**src/rtl/gen3_rx_pkg.sv**
```systemverilog
// Purpose: shared constants and block-state type for the Gen3 receive descrambler.
// Latency: n/a (declarations only).
// Backpressure: n/a (declarations only).
package gen3_rx_pkg;

    // Scrambler LFSR width and the Galois tap mask for
    // x^23+x^21+x^16+x^8+x^5+x^2+1 (one bit per term below x^23).
    localparam int                LFSR_W    = 23;
    localparam logic [LFSR_W-1:0] LFSR_TAPS = 23'h210125;

    // 128b/130b sync headers.
    localparam logic [1:0] SYNC_DATA = 2'b10;
    localparam logic [1:0] SYNC_OS   = 2'b01;

    // First-symbol codes that identify ordered-set types.
    localparam logic [7:0] SKP_SYM     = 8'hAA;
    localparam logic [7:0] EIEOS_SYM   = 8'h00;
    localparam logic [7:0] SKP_END_SYM = 8'hE1;

    // Non-SKP blocks are 4 words of 32 bits; this is the index of the last one.
    localparam logic [2:0] STD_BLK_LAST  = 3'd3;
    localparam int         STD_BLK_WORDS = 4;

    typedef enum logic [2:0] {
        BLK_IDLE,
        BLK_DATA,
        BLK_OS,
        BLK_EIEOS,
        BLK_SKP,
        BLK_BAD
    } blk_state_t;

endpackage

```
**src/rtl/gen3_lfsr32_step.sv**
```systemverilog
// Purpose: advance the Gen3 scrambler LFSR by 32 serial bits, producing the keystream word.
// Latency: purely combinational.
// Backpressure: none.
// Ports: lfsr_in (current state) -> ks[31:0] (ks[0] is the first serial bit),
//        next_lfsr (state after 32 shifts).
module gen3_lfsr32_step
    import gen3_rx_pkg::*;
(
    input  logic [LFSR_W-1:0] lfsr_in,
    output logic [31:0]       ks,
    output logic [LFSR_W-1:0] next_lfsr
);

    logic [LFSR_W-1:0] l;

    // Serial Galois form unrolled 32 times: the keystream bit is the MSB,
    // which is then fed back into every tap position on the left shift.
    always_comb begin
        l  = lfsr_in;
        ks = '0;
        for (int i = 0; i < 32; i++) begin
            ks[i] = l[LFSR_W-1];
            l     = {l[LFSR_W-2:0], 1'b0} ^ (l[LFSR_W-1] ? LFSR_TAPS : '0);
        end
        next_lfsr = l;
    end

endmodule

```
**src/rtl/gen3_rx_descrambler.sv**
```systemverilog
// Purpose: 128b/130b receive descrambler for one lane; strips keystream from data blocks,
//          passes ordered sets raw, tracks the far-end LFSR (EIEOS re-seed, SKP hold).
// Latency: 1 pclk; Backpressure: none (in_valid=0 simply holds all state).
// Ports: pclk/reset_n; seed_value, lfsr_reset from LTSSM; in_valid/in_block_start/
//        in_sync_hdr/in_data from block alignment; out_* registered word stream with
//        out_is_data and one-cycle sync_hdr_err / blk_len_err pulses.
module gen3_rx_descrambler
    import gen3_rx_pkg::*;
#(
    parameter int SEED_W        = 24,
    parameter int SKP_MIN_WORDS = 2,
    parameter int SKP_MAX_WORDS = 6
) (
    input  logic              pclk,
    input  logic              reset_n,
    input  logic [SEED_W-1:0] seed_value,
    input  logic              lfsr_reset,
    input  logic              in_valid,
    input  logic              in_block_start,
    input  logic [1:0]        in_sync_hdr,
    input  logic [31:0]       in_data,
    output logic              out_valid,
    output logic [31:0]       out_data,
    output logic              out_block_start,
    output logic [1:0]        out_sync_hdr,
    output logic              out_is_data,
    output logic              sync_hdr_err,
    output logic              blk_len_err
);

    blk_state_t        state_q, state_d, blk_cls;
    logic [2:0]        word_cnt_q, word_cnt_d;
    logic [LFSR_W-1:0] lfsr_q, lfsr_d, lfsr_adv, seed;
    logic [31:0]       ks, data_d;
    logic              is_data_d, hdr_err_d, len_err_d, prev_len_bad;
    int                prev_len;
    logic              unused_seed;

    assign seed        = seed_value[LFSR_W-1:0];
    assign unused_seed = ^seed_value[SEED_W-1:LFSR_W];

    gen3_lfsr32_step u_step (
        .lfsr_in   (lfsr_q),
        .ks        (ks),
        .next_lfsr (lfsr_adv)
    );

    // Block type from the sync header and the first symbol of the block.
    always_comb begin
        blk_cls = BLK_BAD;
        if (in_sync_hdr == SYNC_DATA) begin
            blk_cls = BLK_DATA;
        end else if (in_sync_hdr == SYNC_OS) begin
            if (in_data[7:0] == SKP_SYM)
                blk_cls = BLK_SKP;
            else if (in_data[7:0] == EIEOS_SYM)
                blk_cls = BLK_EIEOS;
            else
                blk_cls = BLK_OS;
        end
    end

    // word_cnt_q is the index of the last word taken, so the finished block
    // was word_cnt_q+1 words long when the next block start arrives.
    always_comb begin
        prev_len = int'(word_cnt_q) + 1;
        if (state_q == BLK_IDLE)
            prev_len_bad = 1'b0;
        else if (state_q == BLK_SKP)
            prev_len_bad = (prev_len < SKP_MIN_WORDS) || (prev_len > SKP_MAX_WORDS);
        else
            prev_len_bad = (prev_len != STD_BLK_WORDS);
    end

    // Next state, word index, LFSR and the word to present on the output.
    always_comb begin
        state_d    = state_q;
        word_cnt_d = word_cnt_q;
        lfsr_d     = lfsr_q;
        data_d     = in_data;
        is_data_d  = 1'b0;
        hdr_err_d  = 1'b0;
        len_err_d  = 1'b0;
        if (in_valid) begin
            if (in_block_start) begin
                state_d    = blk_cls;
                word_cnt_d = 3'd0;
                hdr_err_d  = (blk_cls == BLK_BAD);
                len_err_d  = prev_len_bad;
            end else if (state_q != BLK_IDLE && word_cnt_q != 3'd7) begin
                word_cnt_d = word_cnt_q + 3'd1;
            end
            // Words past the 4th of a fixed-length block are overrun: raw, no advance.
            case (state_d)
                BLK_DATA: begin
                    is_data_d = 1'b1;
                    if (word_cnt_d <= STD_BLK_LAST) begin
                        data_d = in_data ^ ks;
                        lfsr_d = lfsr_adv;
                    end else begin
                        len_err_d = 1'b1;
                    end
                end
                BLK_OS, BLK_BAD: begin
                    if (word_cnt_d <= STD_BLK_LAST)
                        lfsr_d = lfsr_adv;
                    else
                        len_err_d = 1'b1;
                end
                BLK_EIEOS: begin
                    // The far end re-seeds once the whole EIEOS has gone out.
                    if (word_cnt_d < STD_BLK_LAST)
                        lfsr_d = lfsr_adv;
                    else if (word_cnt_d == STD_BLK_LAST)
                        lfsr_d = seed;
                    else
                        len_err_d = 1'b1;
                end
                default: ; // SKP and IDLE words leave the LFSR untouched
            endcase
        end
        if (lfsr_reset)
            lfsr_d = seed;
    end

    always_ff @(posedge pclk) begin
        if (!reset_n) begin
            state_q         <= BLK_IDLE;
            word_cnt_q      <= 3'd0;
            lfsr_q          <= seed;
            out_valid       <= 1'b0;
            out_data        <= '0;
            out_block_start <= 1'b0;
            out_sync_hdr    <= '0;
            out_is_data     <= 1'b0;
            sync_hdr_err    <= 1'b0;
            blk_len_err     <= 1'b0;
        end else begin
            state_q         <= state_d;
            word_cnt_q      <= word_cnt_d;
            lfsr_q          <= lfsr_d;
            out_valid       <= in_valid;
            out_block_start <= in_valid & in_block_start;
            sync_hdr_err    <= hdr_err_d;
            blk_len_err     <= len_err_d;
            if (in_valid) begin
                out_data    <= data_d;
                out_is_data <= is_data_d;
                if (in_block_start)
                    out_sync_hdr <= in_sync_hdr;
            end
        end
    end

endmodule

```
**config.mk**
```make
export PLATFORM = sky130hd
export DESIGN_NAME = gen3_rx_descrambler
export DESIGN_NICKNAME = d
export VERILOG_FILES = /design/src/rtl/gen3_rx_pkg.sv /design/src/rtl/gen3_lfsr32_step.sv /design/src/rtl/gen3_rx_descrambler.sv
export SDC_FILE = /design/constraint.sdc
export NUM_CORES = 1
export LEC_CHECK = 0
export CORE_MARGIN = 3
export CORE_UTILIZATION = 45
export DETAILED_ROUTE_END_ITERATION = 10
export GPL_TIMING_DRIVEN = 1
export MAX_ROUTING_LAYER = met4
export PLACE_DENSITY = 0.74
export REMOVE_ABC_BUFFERS = 1
export SYNTH_ARGS = -nofsm -noshare
export SYNTH_HDL_FRONTEND = slang
export SYNTH_HIERARCHICAL = 1
export SYNTH_SLANG_ARGS = --single-unit
```
**constraint.sdc**
```tcl
create_clock -name pclk -period 5.5 [get_ports pclk]
set_input_delay 1.65 -clock pclk [delete_from_list [all_inputs] [get_ports pclk]]
set_output_delay 1.65 -clock pclk [all_outputs]
set_load 0.05 [all_outputs]
```
==> impl_metrics.tcl, run 1 <==
set metrics [dict create \
    status "completed" \
    arrival_ns 4.47 \
    finalSetupViolCount 0 \
    cap_violations 0 \
    die-area_um2 13950 \
    drt-total-wl_um 13500 \
    synthArstFlopShare 0 \
    drt_iter0_markers 183 \
    numPortBuffers 100 \
    overflow 0 \
    maxSlewViolCount 0 \
    synth_edf_count 23 \
    grt_pass1_wl_um 21690 \
    synth_cells 531 \
    grt_use_total 0.2023 \
    h-tree-depth 3 \
    fillers 1042 \
    die_w_um 118.1 \
    numCtsBuffers 9 \
    seq_area_frac_synth 0.2814 \
    vias_per_cell 5.317 \
    fmax_mhz 227.9 \
    finalWeightedCongestion 0.9226 \
    final_area_um2 6974 \
    syn_avg_cell_area_um2 10.65 \
    cts_resized 0 \
    clk_latency_ns 0.34 \
    hold_viol 0 \
    antenna_cells 0 \
    endpoint_kind "flip-flop" \
    critPathLaunch "lfsr_q[22]" \
    cp-start-kind "flip-flop" \
    row_count 40 \
    drt_pass1_iterations 5 \
    cts_setup_buffers 0 \
    ys_top_cells_by_area "dfxtp_1 16%, edfxtp_1 12%, xnor2_1 12%" \
    crit_fanout 7 \
    coreArea_um2 12160 \
    netlist_top_cells_count "78 x xnor2_1, 45 x dfxtp_1, 44 x inv_1" \
    wl_per_cell_um 17.33 \
    grt_pass1_vias 4086 \
    rsz0062_at_grt "false" \
    yosys_warnings 6 \
    ys_ff_latch 68 \
    critical_path_class "flip-flop to flip-flop" \
    setup_tns_ns 0 \
    dieHeight_um 118.1 \
    grt_max_degree 74 \
    stdcell_count 779 \
    antenna_found_initial 0 \
    ios 102 \
    ctsHoldBuffers 0 \
    r2r-start "lfsr_q[22]" \
    synth_top_area_frac 0.1593 \
    clock-sinks 68 \
    place_hpwl_um 10250 \
    cts_tree "done" \
    synth.most_common_cell "xnor2_1" \
    num-nets-final 675 \
    critPathRequiredTime_ns 5.58 \
    dp.cells 764 \
    synth_top_cell_by_area "dfxtp_1" \
    worst_pin_slew_ns 0.9499 \
    num_vias 4142 \
    fin_skew_ns 0.004834 \
    relSlewSlack 0.3647 \
    root_buffer "clkbuf_16" \
    drc 0 \
    post-route-period-util 0.7978 \
    antenna_left 0 \
    cts.path.max_buffers 2 \
    drive_gt1_frac 0.1047 \
    synthFlopType "dfxtp_1" \
    min_from "out_sync_hdr[0]" \
    placed_cell_area_um2 6704 \
    fin_crit_ns 4.388 \
    ys_types 53 \
    syn_area_um2 5655 \
    start_util 0.4650 \
    path_clk_slew_ns 0.05 \
    areaGrowthSynthToFinish_pct 23.32 \
    min_path_type "flip-flop to flip-flop" \
]
layout by cell type (no fill, tap or decap), types with 9 or more instances in the layout:
master	netlist	final
a31oi_1	32	32
clkbuf_16	0	9
clkdlybuf4s50_1	0	99
dfxtp_1	45	45
edfxtp_1	23	23
inv_1	44	44
mux2_2	12	12
mux2_4	10	10
o21ai_0	37	37
o31ai_1	33	33
or4_1	35	35
xnor2_1	78	78
xnor3_1	29	29
xor2_1	26	26
final timing paths:
kind	endpoint	slack (ns)	cells past startpoint
max	lfsr_q[21]	1.11	8
min reg2reg	out_sync_hdr[0]	0.46	2
max reg2reg	lfsr_q[21]	1.11	8
min	out_sync_hdr[0]	0.46	2
per-layer routing:
layer,up-vias,track usage,part of all wire
met5,-,-,0
met4,0,0.05788,0.014
li1,2066,-,-
met3,12,0.04181,0.054
met1,1961,0.2658,0.46
met2,103,0.3180,0.48
flip-flops by register name, indices dropped and copies added (netlist names):
register	cells
blk_len_err	1
lfsr_q	23
out_block_start	1
out_data	32
out_is_data	1
out_sync_hdr	2
out_valid	1
state_q	3
sync_hdr_err	1
word_cnt_q	3
worst max-delay path, stage by stage (launching register included):
cell	delay (ns)
edfxtp_1	0.56
xor3_4	0.67
xnor3_2	0.53
xor2_1	0.20
xnor3_2	0.53
xnor3_2	0.51
xnor3_2	0.48
xnor3_1	0.34
mux2_1	0.30
area by class of cell:
type	instances	area [um^2]	share of cell area
repair buffers	105	1046	0.1500
multi-input cells	379	3691	0.5292
flip-flops and latches	68	1592	0.2282
clock inverters	2	10.01	0.001435
inverters	44	165.2	0.02368
clock buffers	13	260.3	0.03732
well taps	168	210.2	0.03014
logic make-up after synthesis:
logic type	count (synthesis)	synth area share
and+or+nand+nor	71	0.08275
DFF	68	0.2814
buffers and inverters	84	0.06858
muxes	23	0.05243
adders and majority gates	5	0.01106
xor gates and xnor gates	155	0.3604
AOI/OAI and AO/OA	125	0.1434
through the flow:
step	setup WS (ns)	util	hold slack, ns
after CTS	1.090	0.5735	0.4626
after global routing	0.8861	0.5735	0.4952
after floorplan	-0.3062	-	0.4891
after detailed placement	1.097	0.5512	0.4551
after global placement	1.136	0.5512	0.4429
final	1.112	0.5735	0.4606
Power of run 1 is left out: the tool's default activity adds up to more than one toggle a clock period on the data nets, which glitch-free logic cannot reach.
==> run 2: changes to the inputs <==
--- a/config.mk
+++ b/config.mk
@@ -10,7 +10,7 @@
 export DETAILED_ROUTE_END_ITERATION = 10
 export GPL_TIMING_DRIVEN = 1
 export MAX_ROUTING_LAYER = met4
-export PLACE_DENSITY = 0.74
+export PLACE_DENSITY = 0.71
 export REMOVE_ABC_BUFFERS = 1
 export SYNTH_ARGS = -nofsm -noshare
 export SYNTH_HDL_FRONTEND = slang
==> constraint.sdc (replaced) <==
create_clock -name pclk -period 4.2 [get_ports pclk]
set_input_delay 1.26 -clock pclk [delete_from_list [all_inputs] [get_ports pclk]]
set_output_delay 1.26 -clock pclk [all_outputs]
set_load 0.05 [all_outputs]
==> impl_metrics.tcl, run 2 (synthesized netlist as in run 1, its figures left out) <==
set metrics [dict create \
    grt_max_degree 74 \
    ios 102 \
    dieHeight_um 118.1 \
    antenna_left 0 \
    num_vias 4393 \
    critical_path_class "flip-flop to flip-flop" \
    grt_pass1_wl_um 23090 \
    drc 0 \
    layout_common_cells "99 x clkdlybuf4s50_1, 77 x xnor2_1, 45 x dfxtp_1, 44 x inv_1, 37 x o21ai_0" \
    post-route-period-util 0.9643 \
    grt_pass1_vias 4261 \
    h-tree-depth 3 \
    drt_iter0_markers 271 \
    cts.path.max_buffers 2 \
    die_w_um 118.1 \
    wl_per_cell_um 17.66 \
    numPortBuffers 100 \
    rsz0062_at_grt "false" \
    drive_gt1_frac 0.1526 \
    fmax_mhz 246.9 \
    coreArea_um2 12160 \
    relSlewSlack 0.5816 \
    numCtsBuffers 9 \
    path_clk_slew_ns 0.06 \
    endpoint_kind "flip-flop" \
    vias_per_cell 5.423 \
    clk_latency_ns 0.35 \
    multi_input_area_um2 3707 \
    fin_skew_ns 0.008367 \
    root_buffer "clkbuf_16" \
    seq_area_um2 1592 \
    hold_viol 0 \
    fin_crit_ns 4.050 \
    maxSlewViolCount 0 \
    cp-start-kind "flip-flop" \
    fillers 1061 \
    timing.hold.ws_ns 0.4583 \
    die-area_um2 13950 \
    grt_use_total 0.2168 \
    worst_pin_slew_ns 0.6276 \
    layout_commonest_cell "clkdlybuf4s50_1" \
    antenna_found_initial 0 \
    regMostFlops "out_data" \
    cts_tree "done" \
    areaGrowthSynthToFinish_pct 27.94 \
    clock-sinks 68 \
    cap_violations 0 \
    largest_register_ffs 32 \
    arrival_ns 4.14 \
    drt-total-wl_um 14300 \
    antenna_cells 0 \
    start_util 0.4650 \
    min_path_type "flip-flop to flip-flop" \
    critPathRequiredTime_ns 4.29 \
    finalWeightedCongestion 0.9436 \
    overflow 0 \
    setup_tns_ns 0 \
    ctsHoldBuffers 0 \
    row_count 40 \
    top_regs "out_data: 32 flops, lfsr_q: 23 flops" \
    place_hpwl_um 10650 \
    drt_pass1_iterations 5 \
    finalSetupViolCount 0 \
    crit_fanout 6 \
    status "completed" \
    num-nets-final 705 \
    fin_util 0.5950 \
]
[run 2: stage by stage]
| stage | std cells | setup WS [ns] | area [um^2] |
|---|---|---|---|
| 6_report | 810 | 0.1501 | 7236 |
| 5_1_grt | 810 | 0.01846 | 7236 |
| 4_1_cts | 810 | 0.08166 | 7219 |
| 3_5_place_dp | 794 | 0.1291 | 6917 |
| 3_3_place_gp | 794 | 0.2034 | 6917 |
| 2_1_floorplan | 491 | -1.216 | 5433 |
[run 2: final timing paths]
kind                   start               to  slack, ns  cells past startpoint
max               lfsr_q[22]       lfsr_q[21]       0.15                      8
min          out_sync_hdr[0]  out_sync_hdr[0]       0.46                      2
max reg2reg       lfsr_q[22]       lfsr_q[21]       0.15                      8
min reg2reg  out_sync_hdr[0]  out_sync_hdr[0]       0.46                      2
[run 2: routing by layer]
metal | track usage | vias up | routed length [um]
li1 | - | 2120 | -
met1 | 0.2860 | 2121 | 6380
met2 | 0.3340 | 137 | 6716
met3 | 0.04469 | 15 | 931
met4 | 0.07253 | 0 | 273
met5 | - | - | 0
[run 2: critical path: stages, from the launching register on]
cell      delay (ns)
edfxtp_1        0.44
xor3_4          0.54
xnor3_2         0.39
xor2_1          0.22
xnor3_2         0.54
xnor3_2         0.50
xnor3_2         0.53
xnor3_1         0.34
mux2_1          0.29
[run 2: repair_timing]
item                                    4_1_cts  5_1_grt
buffers inserted                              0        0
endpoints found under the hold margin         0        0
resized for setup                             0        3
endpoints found under the setup margin        0        4
[run 2: final cells by class]
cell class,instances,area share
clock buffers,11,0.03510
clock inverters,5,0.006744
inverters,44,0.02283
multi-input cells,379,0.5124
flip-flops and latches,68,0.2200
well taps,168,0.02905
repair buffers,135,0.1740
Power of run 2 is left out for the same reason.
==> RTL change (flow settings as in run 2) <==
Add an input register stage for `in_data`; this delays it by one clock. The other inputs are not delayed to match. Comments in the files are not updated.
--- a/src/rtl/gen3_rx_descrambler.sv
+++ b/src/rtl/gen3_rx_descrambler.sv
@@ -29,4 +29,10 @@
 );
 
+    logic [31:0] in_data_q;
+
+    always_ff @(posedge pclk) begin
+        in_data_q <= in_data;
+    end
+
     blk_state_t        state_q, state_d, blk_cls;
     logic [2:0]        word_cnt_q, word_cnt_d;
@@ -52,7 +58,7 @@
             blk_cls = BLK_DATA;
         end else if (in_sync_hdr == SYNC_OS) begin
-            if (in_data[7:0] == SKP_SYM)
+            if (in_data_q[7:0] == SKP_SYM)
                 blk_cls = BLK_SKP;
-            else if (in_data[7:0] == EIEOS_SYM)
+            else if (in_data_q[7:0] == EIEOS_SYM)
                 blk_cls = BLK_EIEOS;
             else
@@ -78,5 +84,5 @@
         word_cnt_d = word_cnt_q;
         lfsr_d     = lfsr_q;
-        data_d     = in_data;
+        data_d     = in_data_q;
         is_data_d  = 1'b0;
         hdr_err_d  = 1'b0;
@@ -96,5 +102,5 @@
                     is_data_d = 1'b1;
                     if (word_cnt_d <= STD_BLK_LAST) begin
-                        data_d = in_data ^ ks;
+                        data_d = in_data_q ^ ks;
                         lfsr_d = lfsr_adv;
                     end else begin
Behaviour: not the same (Yosys sat finds a counterexample within 4 cycles, from zero or initial values and one cycle with reset_n low).
==> RTL change against run 2 <==
- synthesized area increased by 11%
- sequential cell count up 32
- routed wire length grew 8.1%
- count of clock-buffer cells in the layout rose by 2
- setup slack gained 140 ps
- cell count increased by 4.8%
- clock skew down 2.6 ps
- design area grew 8.6%
Power is left out: the tool's default activity adds up to more than one toggle a clock period on the data nets, which glitch-free logic cannot reach.
==> RTL change: results (changes against run 2) <==
grt:
  grt_antenna_before_repair: 0  # unchanged
  grt_use_total: 0.217  # about the same
  grt_pass1_wl_um: 24600  # +6.5%
  grt_pass1_vias: 4671  # +9.6%
  grt_max_degree: 65  # -12%
cts:
  post_cts_buffers: 0  # unchanged
  numCtsBuffers: 9  # unchanged
  clock_tree.root_cell: "clkbuf_16"
  clockBufferDepth: 2  # unchanged
  cts_htree_levels: 3  # unchanged
  insertion_delay_ps: 360
  path_clk_slew_ps: 70
  cts_resized: 0  # unchanged
worst_hold_path:
  hold_path.class: "reg -> reg"
critical_path:
  cp_slowest_cell: "xnor3_2"
  arrival_ps: 4020  # -120 ps
  r2r_slack_ps: 290  # +140 ps
  critPathMaxFanout: 5  # -1
  slowest_delay_ps: 530
placement:
  io_buffers: 100  # unchanged
  hpwl_um: 11500  # +8.4%
  placedCellCount: 833  # +4.9%
  gp_congestion: 0.915  # -3.0%
routing:
  wl_per_cell_um: 18.2  # +3.2%
  firstDrtPassIters: 4  # -1
  vias: 4554  # +3.7%
  drt_iter0_drc: 252  # -7.0%
yosys:
  synth_area_leaders: "dfxtp_1 (25%), edfxtp_1 (11%), xnor2_1 (11%)"
  synth_flop_cell: "dfxtp_1"
  ys_seq_area_frac: 0.355  # +0.0740
  synthCells: 560  # +5.5%
  synth.top_cells.by_count: "xnor2_1 (78), dfxtp_1 (77), inv_1 (45)"
  synth-edff-count: 23  # unchanged
  netlist-cell-type-count: 52  # -1.9%
  ys_warn_count: 6  # unchanged
  async_flop_share: 0  # unchanged
sta:
  hold_viol_final: 0  # unchanged
  worst_pin_slew_ps: 1220  # +593 ps
  finClkSkew_ps: 5.80  # -2.57 ps
  fin_hold_ws_ps: 465  # +7.10 ps
status:
  run_status: "completed"
finish:
  stdcell_count: 849  # +4.8%
  reg_top3: "in_data_q: 32 flops, out_data: 32 flops, lfsr_q: 23 flops"
  drive_gt1_frac: 0.144  # -0.00852
  fin_nets: 736  # +4.4%
  antennaDiodeCount: 0  # unchanged
-- RTL change: changes by cell type in the layout (fill, tap and decap cells not counted), sizes merged, moves of 3 or more --
| cell | change |
|---|---|
| a21boi | +5 |
| o211a | +3 |
| dfxtp | +32 |
| a21oi | -5 |
| inv | +3 |
| clkinv | -3 |
-- RTL change: worst paths after layout --
path                                start                            to  cells past startpoint
min reg2reg  out_sync_hdr[1]$_SDFFE_PN0P_  out_sync_hdr[1]$_SDFFE_PN0P_                      2
max reg2reg          lfsr_q[21]$_DFFE_PP_          lfsr_q[21]$_DFFE_PP_                      8
min          out_sync_hdr[1]$_SDFFE_PN0P_  out_sync_hdr[1]$_SDFFE_PN0P_                      2
max                  lfsr_q[21]$_DFFE_PP_          lfsr_q[21]$_DFFE_PP_                      8
-- RTL change: layout make-up --
cell class              count  area, um^2
fillers                  1164        5590
clock buffers              13         303
clock inverters             3        21.3
well taps                 176         220
flip-flops and latches    100        2230
repair buffers            136        1270
inverters                  45         169
multi-input cells         376        3650
-- RTL change: per-layer routing --
| layer | GRT usage | part of all wire |
|---|---|---|
| met1 | 0.279 | 0.45 |
| met2 | 0.353 | 0.49 |
| met3 | 0.0409 | 0.052 |
| met4 | 0.0602 | 0.012 |
| met5 | - | 0 |
-- RTL change: kinds of logic (layout without fill, tap and decap cells) --
group / count (synthesis) / count (layout) / synth area share
AO/OA/AOI/OAI: 126 / 126 / 0.131
XOR/XNOR: 155 / 155 / 0.325
adder cells (fa/ha/maj): 5 / 5 / 0.00996
buffers and inverters: 84 / 197 / 0.0675
flip-flops: 100 / 100 / 0.355
multiplexers: 24 / 24 / 0.0430
AND/OR/NAND/NOR: 66 / 66 / 0.0683
-- RTL change: metrics by stage --
stage,area [um^2],worst slack (ps)
2_1_floorplan,6020,212
3_3_place_gp,7540,292
3_5_place_dp,7540,299
4_1_cts,7860,284
5_1_grt,7860,85.5
6_report,7860,292
-- RTL change: critical path: cells and delay by family (launching register included) --
family	cells	cell delay, ps
xor+xnor	7	2980
flops	1	430
mux	1	260
